`config.mk`:
```
export PLATFORM = sky130hd
export DESIGN_NAME = mem_stage_lsu_flat
export DESIGN_NICKNAME = d
export VERILOG_FILES = /design/src/rtl/mem_stage_lsu_if.sv /design/src/rtl/mem_stage_lsu.sv /design/src/flat_wrapper.sv
export SDC_FILE = /design/constraint.sdc
export NUM_CORES = 1
export LEC_CHECK = 0
export CAP_MARGIN = 20
export CELL_PAD_IN_SITES_DETAIL_PLACEMENT = 0
export CELL_PAD_IN_SITES_GLOBAL_PLACEMENT = 2
export CORE_ASPECT_RATIO = 1.75
export CORE_MARGIN = 2
export CORE_UTILIZATION = 26
export CTS_CLUSTER_SIZE = 10
export DETAILED_ROUTE_END_ITERATION = 8
export PLACE_DENSITY_LB_ADDON = 0.1
export SYNTH_ARGS = -nofsm -noshare
export SYNTH_HDL_FRONTEND = slang
export SYNTH_SLANG_ARGS = --single-unit
```
`constraint.sdc`:
```
create_clock -name clk -period 2.75 [get_ports clk]
set_clock_uncertainty 0.1 [all_clocks]
set_input_delay 0.825 -clock clk [delete_from_list [all_inputs] [get_ports clk]]
set_output_delay 0.825 -clock clk [all_outputs]
set_load 0.02 [all_outputs]
```
`src/rtl/mem_stage_lsu_if.sv`:
```
`default_nettype none
// ============================================================================
// Module      : mem_stage_lsu_if
// Description : Data-bus interface between the memory-stage load/store unit
//               and the data memory / interconnect. A request is issued with
//               bus_req and accepted with bus_gnt; loads are completed later
//               by bus_rvalid carrying bus_rdata.
//
// Signals
//   bus_req     master -> slave   request valid
//   bus_we      master -> slave   1 = write, 0 = read
//   bus_addr    master -> slave   word-aligned byte address (AW bits)
//   bus_wdata   master -> slave   lane-replicated store data
//   bus_be      master -> slave   byte enables
//   bus_gnt     slave  -> master  request accepted this cycle
//   bus_rvalid  slave  -> master  read data valid
//   bus_rdata   slave  -> master  read data word
//
// Revision    : 1.0  initial release
// ============================================================================
interface mem_stage_lsu_if #(
    parameter int AW = 32
);
    logic          bus_req;
    logic          bus_we;
    logic [AW-1:0] bus_addr;
    logic [31:0]   bus_wdata;
    logic [3:0]    bus_be;
    logic          bus_gnt;
    logic          bus_rvalid;
    logic [31:0]   bus_rdata;

    // Load/store unit side
    modport master (
        output bus_req,
        output bus_we,
        output bus_addr,
        output bus_wdata,
        output bus_be,
        input  bus_gnt,
        input  bus_rvalid,
        input  bus_rdata
    );

    // Memory / interconnect side
    modport slave (
        input  bus_req,
        input  bus_we,
        input  bus_addr,
        input  bus_wdata,
        input  bus_be,
        output bus_gnt,
        output bus_rvalid,
        output bus_rdata
    );
endinterface
`default_nettype wire

```
`src/rtl/mem_stage_lsu.sv`:
```
`default_nettype none
// ============================================================================
// Module      : mem_stage_lsu
// Description : Memory-stage load/store unit. Takes the EX/MEM register
//               outputs, issues one data-bus transaction per load or store,
//               aligns store data and byte enables, extends load data and
//               stalls the pipeline while an access is in flight. Misaligned
//               accesses are flagged and never reach the bus.
//
// Parameters
//   AW          bus/address width
//   RES_LOAD    ResultSrcM code marking a load
//
// Ports
//   clk          in   1   clock, rising edge
//   reset        in   1   asynchronous, active-low reset
//   ALUResultM   in   AW  effective byte address
//   WriteDataM   in   32  store data
//   MemWriteM    in   1   store instruction
//   ResultSrcM   in   3   load when equal to RES_LOAD
//   ByteAccessM  in   2   size: 00 byte, 01 half, 1x word
//   ByteSrcM     in   3   load extension: 000 LW, 001 LB, 010 LH,
//                         011 LBU, 100 LHU, others LW
//   bus          if   -   data-bus master port (see mem_stage_lsu_if)
//   ReadDataM    out  32  extended load result, held until next load
//   StallM       out  1   freeze IF..MEM while an access is in flight
//   MisalignM    out  1   misaligned access detected (no bus traffic)
//
// Revision    : 1.0  initial release
// ============================================================================
module mem_stage_lsu #(
    parameter int          AW       = 32,
    parameter logic [2:0]  RES_LOAD = 3'b001
) (
    input  wire logic          clk,
    input  wire logic          reset,
    input  wire logic [AW-1:0] ALUResultM,
    input  wire logic [31:0]   WriteDataM,
    input  wire logic          MemWriteM,
    input  wire logic [2:0]    ResultSrcM,
    input  wire logic [1:0]    ByteAccessM,
    input  wire logic [2:0]    ByteSrcM,
    mem_stage_lsu_if.master    bus,
    output logic [31:0]        ReadDataM,
    output logic               StallM,
    output logic               MisalignM
);

    // ------------------------------------------------------------------
    // Constants
    // ------------------------------------------------------------------
    localparam logic [1:0] c_IDLE = 2'd0;
    localparam logic [1:0] c_REQ  = 2'd1;
    localparam logic [1:0] c_RESP = 2'd2;
    localparam logic [1:0] c_DONE = 2'd3;

    localparam logic [2:0] c_EXT_LB  = 3'b001;
    localparam logic [2:0] c_EXT_LH  = 3'b010;
    localparam logic [2:0] c_EXT_LBU = 3'b011;
    localparam logic [2:0] c_EXT_LHU = 3'b100;

    // ------------------------------------------------------------------
    // State and latched transaction
    // ------------------------------------------------------------------
    logic [1:0]    r_state;
    logic [1:0]    w_state_nxt;
    logic          r_we;
    logic [AW-1:0] r_addr;
    logic [31:0]   r_wdata;
    logic [3:0]    r_be;
    logic [1:0]    r_off;
    logic [2:0]    r_ext;
    logic [31:0]   r_read_data;

    // ------------------------------------------------------------------
    // Request decode
    // ------------------------------------------------------------------
    logic        w_is_store;
    logic        w_is_load;
    logic        w_access;
    logic        w_half;
    logic        w_word;
    logic        w_misalign;
    logic        w_idle;
    logic        w_start;
    logic [31:0] w_wdata;
    logic [3:0]  w_be;

    // A store wins when both store and load codes are present, so the
    // write flag alone decides the direction.
    assign w_is_store = MemWriteM;
    assign w_is_load  = (ResultSrcM == RES_LOAD);
    assign w_access   = w_is_store | w_is_load;

    // Size code 11 behaves as a word.
    assign w_half     = (ByteAccessM == 2'b01);
    assign w_word     = ByteAccessM[1];
    assign w_misalign = (w_half & ALUResultM[0]) | (w_word & (|ALUResultM[1:0]));

    assign w_idle     = (r_state == c_IDLE);
    assign w_start    = w_idle & w_access & ~w_misalign;

    // Store data is replicated across every lane so the byte enables alone
    // select which bytes memory updates.
    always_comb begin
        w_wdata = WriteDataM;
        w_be    = 4'b1111;
        case (ByteAccessM)
            2'b00: begin
                w_wdata = {4{WriteDataM[7:0]}};
                w_be    = 4'b0001 << ALUResultM[1:0];
            end
            2'b01: begin
                w_wdata = {2{WriteDataM[15:0]}};
                w_be    = ALUResultM[1] ? 4'b1100 : 4'b0011;
            end
            default: begin
                w_wdata = WriteDataM;
                w_be    = 4'b1111;
            end
        endcase
    end

    // ------------------------------------------------------------------
    // Load data lane select and extension
    // ------------------------------------------------------------------
    function automatic logic [31:0] f_extend(
        input logic [31:0] rdata,
        input logic [1:0]  off,
        input logic [2:0]  ext
    );
        logic [7:0]  v_byte;
        logic [15:0] v_half;
        case (off)
            2'd0:    v_byte = rdata[7:0];
            2'd1:    v_byte = rdata[15:8];
            2'd2:    v_byte = rdata[23:16];
            default: v_byte = rdata[31:24];
        endcase
        v_half = off[1] ? rdata[31:16] : rdata[15:0];
        case (ext)
            c_EXT_LB:  f_extend = {{24{v_byte[7]}}, v_byte};
            c_EXT_LH:  f_extend = {{16{v_half[15]}}, v_half};
            c_EXT_LBU: f_extend = {24'd0, v_byte};
            c_EXT_LHU: f_extend = {16'd0, v_half};
            default:   f_extend = rdata;
        endcase
    endfunction

    // ------------------------------------------------------------------
    // Transaction FSM
    // ------------------------------------------------------------------
    always_comb begin
        w_state_nxt = r_state;
        case (r_state)
            c_IDLE: begin
                if (w_start) begin
                    w_state_nxt = c_REQ;
                end
            end
            c_REQ: begin
                if (bus.bus_gnt) begin
                    w_state_nxt = r_we ? c_DONE : c_RESP;
                end
            end
            c_RESP: begin
                if (bus.bus_rvalid) begin
                    w_state_nxt = c_DONE;
                end
            end
            c_DONE: begin
                w_state_nxt = c_IDLE;
            end
            default: begin
                w_state_nxt = c_IDLE;
            end
        endcase
    end

    // The request is captured on entry to REQ so that bus signals stay
    // stable for however long the slave withholds the grant, even though the
    // EX/MEM inputs are not guaranteed to be stable.
    always_ff @(posedge clk or negedge reset) begin
        if (!reset) begin
            r_state     <= c_IDLE;
            r_we        <= 1'b0;
            r_addr      <= '0;
            r_wdata     <= 32'd0;
            r_be        <= 4'd0;
            r_off       <= 2'd0;
            r_ext       <= 3'd0;
            r_read_data <= 32'd0;
        end else begin
            r_state <= w_state_nxt;
            if (w_start) begin
                r_we    <= w_is_store;
                r_addr  <= {ALUResultM[AW-1:2], 2'b00};
                r_wdata <= w_wdata;
                r_be    <= w_be;
                r_off   <= ALUResultM[1:0];
                r_ext   <= ByteSrcM;
            end
            // Read data is accepted only while waiting for it; a stray
            // rvalid in any other state is dropped.
            if ((r_state == c_RESP) && bus.bus_rvalid) begin
                r_read_data <= f_extend(bus.bus_rdata, r_off, r_ext);
            end
        end
    end

    // ------------------------------------------------------------------
    // Outputs
    // ------------------------------------------------------------------
    // bus_req decodes directly from the state register so that it falls
    // with the asynchronous reset rather than on the next clock.
    assign bus.bus_req   = (r_state == c_REQ);
    assign bus.bus_we    = r_we;
    assign bus.bus_addr  = r_addr;
    assign bus.bus_wdata = r_wdata;
    assign bus.bus_be    = r_be;

    assign ReadDataM = r_read_data;

    // The stall is raised already in the IDLE cycle that launches the
    // access and is released in DONE so the pipeline moves on exactly once.
    assign StallM    = w_start | (r_state == c_REQ) | (r_state == c_RESP);
    assign MisalignM = w_idle & w_access & w_misalign;

endmodule
`default_nettype wire

```
`src/flat_wrapper.sv`:
```
// flat-port wrapper written by rule: the top's interface ports become plain ports
module mem_stage_lsu_flat 
#(
    parameter int          AW       = 32,
    parameter logic [2:0]  RES_LOAD = 3'b001
)
  (clk, reset, ALUResultM, WriteDataM, MemWriteM, ResultSrcM, ByteAccessM, ByteSrcM, ReadDataM, StallM, MisalignM, bus_bus_req, bus_bus_we, bus_bus_addr, bus_bus_wdata, bus_bus_be, bus_bus_gnt, bus_bus_rvalid, bus_bus_rdata);
  mem_stage_lsu_if #(.AW(AW)) bus_i ();
  input  wire logic clk;
  input  wire logic reset;
  input  wire logic [AW-1:0] ALUResultM;
  input  wire logic [31:0] WriteDataM;
  input  wire logic MemWriteM;
  input  wire logic [2:0] ResultSrcM;
  input  wire logic [1:0] ByteAccessM;
  input  wire logic [2:0] ByteSrcM;
  output logic [31:0] ReadDataM;
  output logic StallM;
  output logic MisalignM;
  output wire logic [$bits(bus_i.bus_req)-1:0] bus_bus_req;
  output wire logic [$bits(bus_i.bus_we)-1:0] bus_bus_we;
  output wire logic [$bits(bus_i.bus_addr)-1:0] bus_bus_addr;
  output wire logic [$bits(bus_i.bus_wdata)-1:0] bus_bus_wdata;
  output wire logic [$bits(bus_i.bus_be)-1:0] bus_bus_be;
  input wire logic [$bits(bus_i.bus_gnt)-1:0] bus_bus_gnt;
  input wire logic [$bits(bus_i.bus_rvalid)-1:0] bus_bus_rvalid;
  input wire logic [$bits(bus_i.bus_rdata)-1:0] bus_bus_rdata;
  assign bus_bus_req = bus_i.bus_req;
  assign bus_bus_we = bus_i.bus_we;
  assign bus_bus_addr = bus_i.bus_addr;
  assign bus_bus_wdata = bus_i.bus_wdata;
  assign bus_bus_be = bus_i.bus_be;
  assign bus_i.bus_gnt = bus_bus_gnt;
  assign bus_i.bus_rvalid = bus_bus_rvalid;
  assign bus_i.bus_rdata = bus_bus_rdata;
  mem_stage_lsu #(.AW(AW), .RES_LOAD(RES_LOAD)) u_core (.clk(clk), .reset(reset), .ALUResultM(ALUResultM), .WriteDataM(WriteDataM), .MemWriteM(MemWriteM), .ResultSrcM(ResultSrcM), .ByteAccessM(ByteAccessM), .ByteSrcM(ByteSrcM), .bus(bus_i), .ReadDataM(ReadDataM), .StallM(StallM), .MisalignM(MisalignM));
endmodule
```
# After elaboration in Yosys (flattened, before gate mapping)
# Cells that the tools add are included.
dict set report word_totals {
  register_bits 106
  inputBits 109
  wordCells 50
}
dict set report classes {
  n_eq_ne 14
  shift 1
  mux 11
  bitwise_logic 10
  reduce_logical 6
}
# cell n
set ops {}
lappend ops {{$pmux W32 S4} 1}
lappend ops {{$pmux W32 S2} 1}
lappend ops {{$pmux W8 S3} 1}
lappend ops {{$mux W16} 1}
lappend ops {{$pmux W2 S4} 1}
lappend ops {{$pmux W4 S2} 1}
lappend ops {{$eq A2 B1 Y1 const B} 3}
lappend ops {{$eq A2 B2 Y1 const B} 3}
lappend ops {{$eq A3 B1 Y1 const B} 2}
lappend ops {{$eq A3 B2 Y1 const B} 2}
lappend ops {{$logic_not A2 Y1} 3}
lappend ops {{$mux W2} 3}
lappend ops {{$and A1 B1 Y1} 5}
lappend ops {{$mux W4} 1}
lappend ops {{$ne A2 B2 Y1 const B} 2}
lappend ops {{$or A1 B1 Y1} 4}
lappend ops {{$shl A1 B2 Y4 const A} 1}
lappend ops {{$eq A3 B3 Y1 const B} 1}
lappend ops {{$reduce_and A3 Y1} 1}
lappend ops {{$ne A2 B1 Y1 const B} 1}
lappend ops {{$reduce_or A2 Y1} 1}
lappend ops {{$logic_and A1 B1 Y1} 1}
lappend ops {{$mux W1} 1}
lappend ops {{$not A1 Y1} 1}

# Depth between registers and ports, before layout
# Gate-level depths: netlist of run 1.
dict set report logic_depth {
  depth_word 7
  ltp_mapped 7
  ltp_nobuf 5
}

# Least setup slack after synthesis of run 1
# OpenSTA, ideal clock, no wires.
dict set report synth_path {
  kind {input port to output port}
  startpoint {in ResultSrcM[1]}
  endpoint {out MisalignM}
  arrival_time_ns 1.887
  required_ns 1.825
  slack_ns -0.062
  path_stages 4
  n_path_buf 1
  cell_sequence {nor3b_2 > o21ai_0 > clkbuf_1 > nor3_1}
}
dict set report synth_via {
  elab_chain_cells 4
}
# element line_no
set synth_lines {}
lappend synth_lines {{start: declaration} flat_wrapper.sv:14} ;# input wire logic [2:0] ResultSrcM;
lappend synth_lines {{$eq A3 B1 Y1} mem_stage_lsu.sv:92} ;# assign w_is_load = (ResultSrcM == RES_LOAD);
lappend synth_lines {{$or A1 B1 Y1} mem_stage_lsu.sv:93} ;# assign w_access = w_is_store | w_is_load;
lappend synth_lines {{$and A1 B1 Y1 (2 in a row)} mem_stage_lsu.sv:227} ;# assign MisalignM = w_idle & w_access & w_misalign;
lappend synth_lines {{end: declaration} flat_wrapper.sv:19} ;# output logic MisalignM;
# No other way between the ends.

# Worst setup path in the final report of run 1
dict set report layout_path {
  startpoint {in ResultSrcM[1]}
  endpoint {out StallM}
}
dict set report layout_via {
  elab_chain_cells 6
}
# element line_no
set layout_lines {}
lappend layout_lines {{$eq A3 B1 Y1} mem_stage_lsu.sv:92}
lappend layout_lines {{$or A1 B1 Y1} mem_stage_lsu.sv:93}
lappend layout_lines {{$and A1 B1 Y1 (2 in a row)} mem_stage_lsu.sv:101} ;# assign w_start = w_idle & w_access & ~w_misalign;
lappend layout_lines {{$or A1 B1 Y1 (2 in a row)} mem_stage_lsu.sv:226} ;# assign StallM = w_start | (r_state == c_REQ) | (r_state == c_RESP);
lappend layout_lines {{end: declaration} flat_wrapper.sv:18} ;# output logic StallM;
# No other way between the ends.

==> metrics.txt, run 1 <==
die height=196.3 um; # Max-Cap Violations=0; global-route met2 utilization=32.40%; unrepaired setup endpoints after global routing=false; Leak=0.003396 uW; row cnt=70; Internal=5608 uW; Post-CTS Hold Buffers=0; Slew HR=35.62%; post-synthesis register bit count=106; Synth Area in Compound Gates=18.36%; Pins Over Slew Limit=0; Top FF cell, synth=dfrtp_1; Post-Route WL=18,790 um; gpl congestion=0.8121; Comb pwr share=56.0%; H-tree depth=3; Tmin final=2706 ps; Synth Warn #=0; largest net degree at the start of global routing=93; async set-reset flop share out of synthesis=100.0%; TritonCTS buffer count=9; Final Hold Vio Count=0; die extent in x=113.9 um; most frequent cells in the layout=clkdlybuf4s50_1 (198), dfrtp_1 (106), nand2_1 (52); worst reg-to-reg setup slack=470 ps; Area Overhead vs Synth=49.35%; multiplexer share of the synthesized area=16.18%; CP Class=in2out; Filler cells=2,115; main combinational cell family by area after synthesis=compound AO/OA/AOI/OAI gates; Achievable Freq=0.3696 GHz; cell taking the most area after synthesis=dfrtp_1; synthesized-area fraction occupied by adder cells=0.6835%; Post-CTS Setup Inserts=0; Pre-Repair DR Iteration Count=4; Core Box Area=20,850 sq um; Total GRT Usage=17.20%; clk sinks=106; P_sw=3973 uW; post-route setup TNS=0 ps; CP required=1830 ps; part of the power in the clock network=14.5%; diode count=0; setup violators final=0; most common cell after layout, fill and taps aside=clkdlybuf4s50_1; Hold/Removal Path Class=in2async; Clk pin slew, worst setup/hold paths=80 ps; ratio of final minimum period to clock period=98.40%; xor/xnor cell area share of the yosys netlist=0.3190%; die area=22,350 sq um; antenna violations before repair=0; Crit. End Element=output pin; Vias=4,796; top post-synthesis cells by area=dfrtp_1 (48%), mux2_2 (10%), mux2i_1 (4.6%), nand2_1 (3.6%), nor2_1 (3.2%); worst slew pin tran=961.0 ps; GR Util met1=18.38%; critical path fanouts, max=2; Antenna Nets Post-Route=0; DR vias/cell=4.904; share of cells above drive strength 1=15.98%; Wirelength per Cell=19.22 um; Syn Area/Cell=10.58 sq um; Post-synth EDFFs=0; DR iter-0 viols=195; Inst Count DP=963; Root Buffer=clkbuf_16; nets=833; global route hottest layer=met2; vias in the first global route=5,117; Clock Path Buffers=2; synthesized area=5492 sq um; count of cell types in the netlist=52; switch share=41.47%; Synth top area share=48.30%; Initial Util=26.34%; Seq pwr share=29.5%; HPWL Detailed=14,020 um; Final Non-Filler Cells=978; total congestion overflow=0; Seq/Total Area, Yosys=48.30%; TritonCTS clock tree=done; Synth Instances=519; buffers added on ports=210; met3 usage=4.603%; Critical Path AT=1780 ps; PD cells=1168 nW/um^2; DR DRC count=0; critical path launch point type=primary input; Synth Area in Simple Gates=10.66%; VDD IR max=595.7 uV; status=completed; global-route wire length before repair=29,430 um; clk_lat worst skew=360 ps; I/O pin total=213
## registers in the layout (all words and copies together) (netlist names)
name,cells
u_core.ReadDataM,32
u_core.bus.bus_addr,30
u_core.bus.bus_be,4
u_core.bus.bus_wdata,32
u_core.bus.bus_we,1
u_core.r_ext,3
u_core.r_off,2
u_core.r_state,2
## final timing paths
check,start,endpoint,cells past startpoint
setup reg to reg,u_core.r_state[0]$_DFFE_PN0P_,u_core.bus.bus_addr[16]$_DFFE_PN0P_,6
min in group clk,u_core.bus.bus_wdata[19]$_DFFE_PN0P_,u_core.bus.bus_wdata[19]$_DFFE_PN0P_,2
setup / recovery,ResultSrcM[1],StallM,6
hold / removal,reset,u_core.ReadDataM[24]$_DFFE_PN0P_,1
max in group asynchronous,reset,u_core.bus.bus_addr[2]$_DFFE_PN0P_,2
hold reg to reg,u_core.bus.bus_wdata[19]$_DFFE_PN0P_,u_core.bus.bus_wdata[19]$_DFFE_PN0P_,2
## area by class of cell
type | instances | area, sq um | share of cell area (%)
clock inverters | 6 | 71.32 | 0.8696
flip-flops and latches | 106 | 2653 | 32.34
multi-input cells | 360 | 2595 | 31.64
well taps | 252 | 315.3 | 3.844
clock buffers | 10 | 239.0 | 2.914
inverters | 11 | 41.29 | 0.5034
repair buffers | 233 | 2287 | 27.89
## Yosys cell counts, drive strengths merged, types with 2 or more instances
cell type	instances
nor2b	3
o22ai	2
buf	25
a22oi	10
and2	3
o32a	2
a221oi	8
nand3b	2
nor3b	6
a21oi	39
o21a	4
a31oi	19
nand3	2
o31ai	3
mux4	3
o21ai	31
inv	11
mux2	50
a22o	18
mux2i	25
nor3	3
clkbuf	18
nand2b	6
ha	3
nand2	53
nor2	48
dfrtp	106
## what timing repair did
item / in CTS / in global routing
pin swaps: 3 / 2
endpoints found under the hold margin: 0 / 0
endpoints found under the setup margin: 46 / 38
gates resized for setup: 25 / 4
## layer usage
| layer | routed length [um] | vias up |
|---|---|---|
| met1 | 6805 | 2389 |
| li1 | - | 2263 |
| met5 | 0 | - |
| met3 | 1106 | 13 |
| met4 | 279 | 0 |
| met2 | 10600 | 131 |
## critical path, stage by stage
cell	delay, ps
dlygate4sd2_1	260
nor3b_4	250
buf_6	140
o221ai_4	110
nand2_2	80
buf_6	110
## per-stage QoR
step	power, uW	hold slack, ps	worst slack [ps]	util [%]	instance area, sq um
after floorplan	5843	429.4	-3.109	-	5500
final	9582	315.0	44.02	39.35	8202
after detailed placement	8285	372.9	-611.2	37.76	7870
after global placement	8220	364.4	-590.4	37.76	7870
after global routing	10250	330.9	7.776	39.35	8202
after CTS	9739	316.3	6.946	39.29	8190
## kinds of logic (layout without fill, tap and decap cells)
group                      count (synthesis)  after routing
AOI/OAI and AO/OA                        146            146
xor gates and xnor gates                   2              2
adders and majority gates                  3              3
buffers and inverters                     54            260
DFF                                      106            106
muxes                                     78             78
other                                      1              2
and+or+nand+nor                          129            129
## power by group through the flow
stage                     Sequential [uW]  Combinational [uW]  Clock, uW
after detailed placement             2860                5430          0
after global routing                 2940                5800       1510
final                                2830                5370       1390
after floorplan                      3620                2220          0
after CTS                            2840                5450       1450
after global placement               2830                5390          0
Power figures use the tool's default switching activity.
==> run 2, diff against run 1 <==
--- a/config.mk
+++ b/config.mk
@@ -13,6 +13,7 @@
 export CORE_UTILIZATION = 26
 export CTS_CLUSTER_SIZE = 10
 export DETAILED_ROUTE_END_ITERATION = 8
+export HOLD_SLACK_MARGIN = 0.06
 export PLACE_DENSITY_LB_ADDON = 0.1
 export SYNTH_ARGS = -nofsm -noshare
 export SYNTH_HDL_FRONTEND = slang
==> results of run 2 <==
The final DEF is identical to that of run 1; final timing and power are the same.
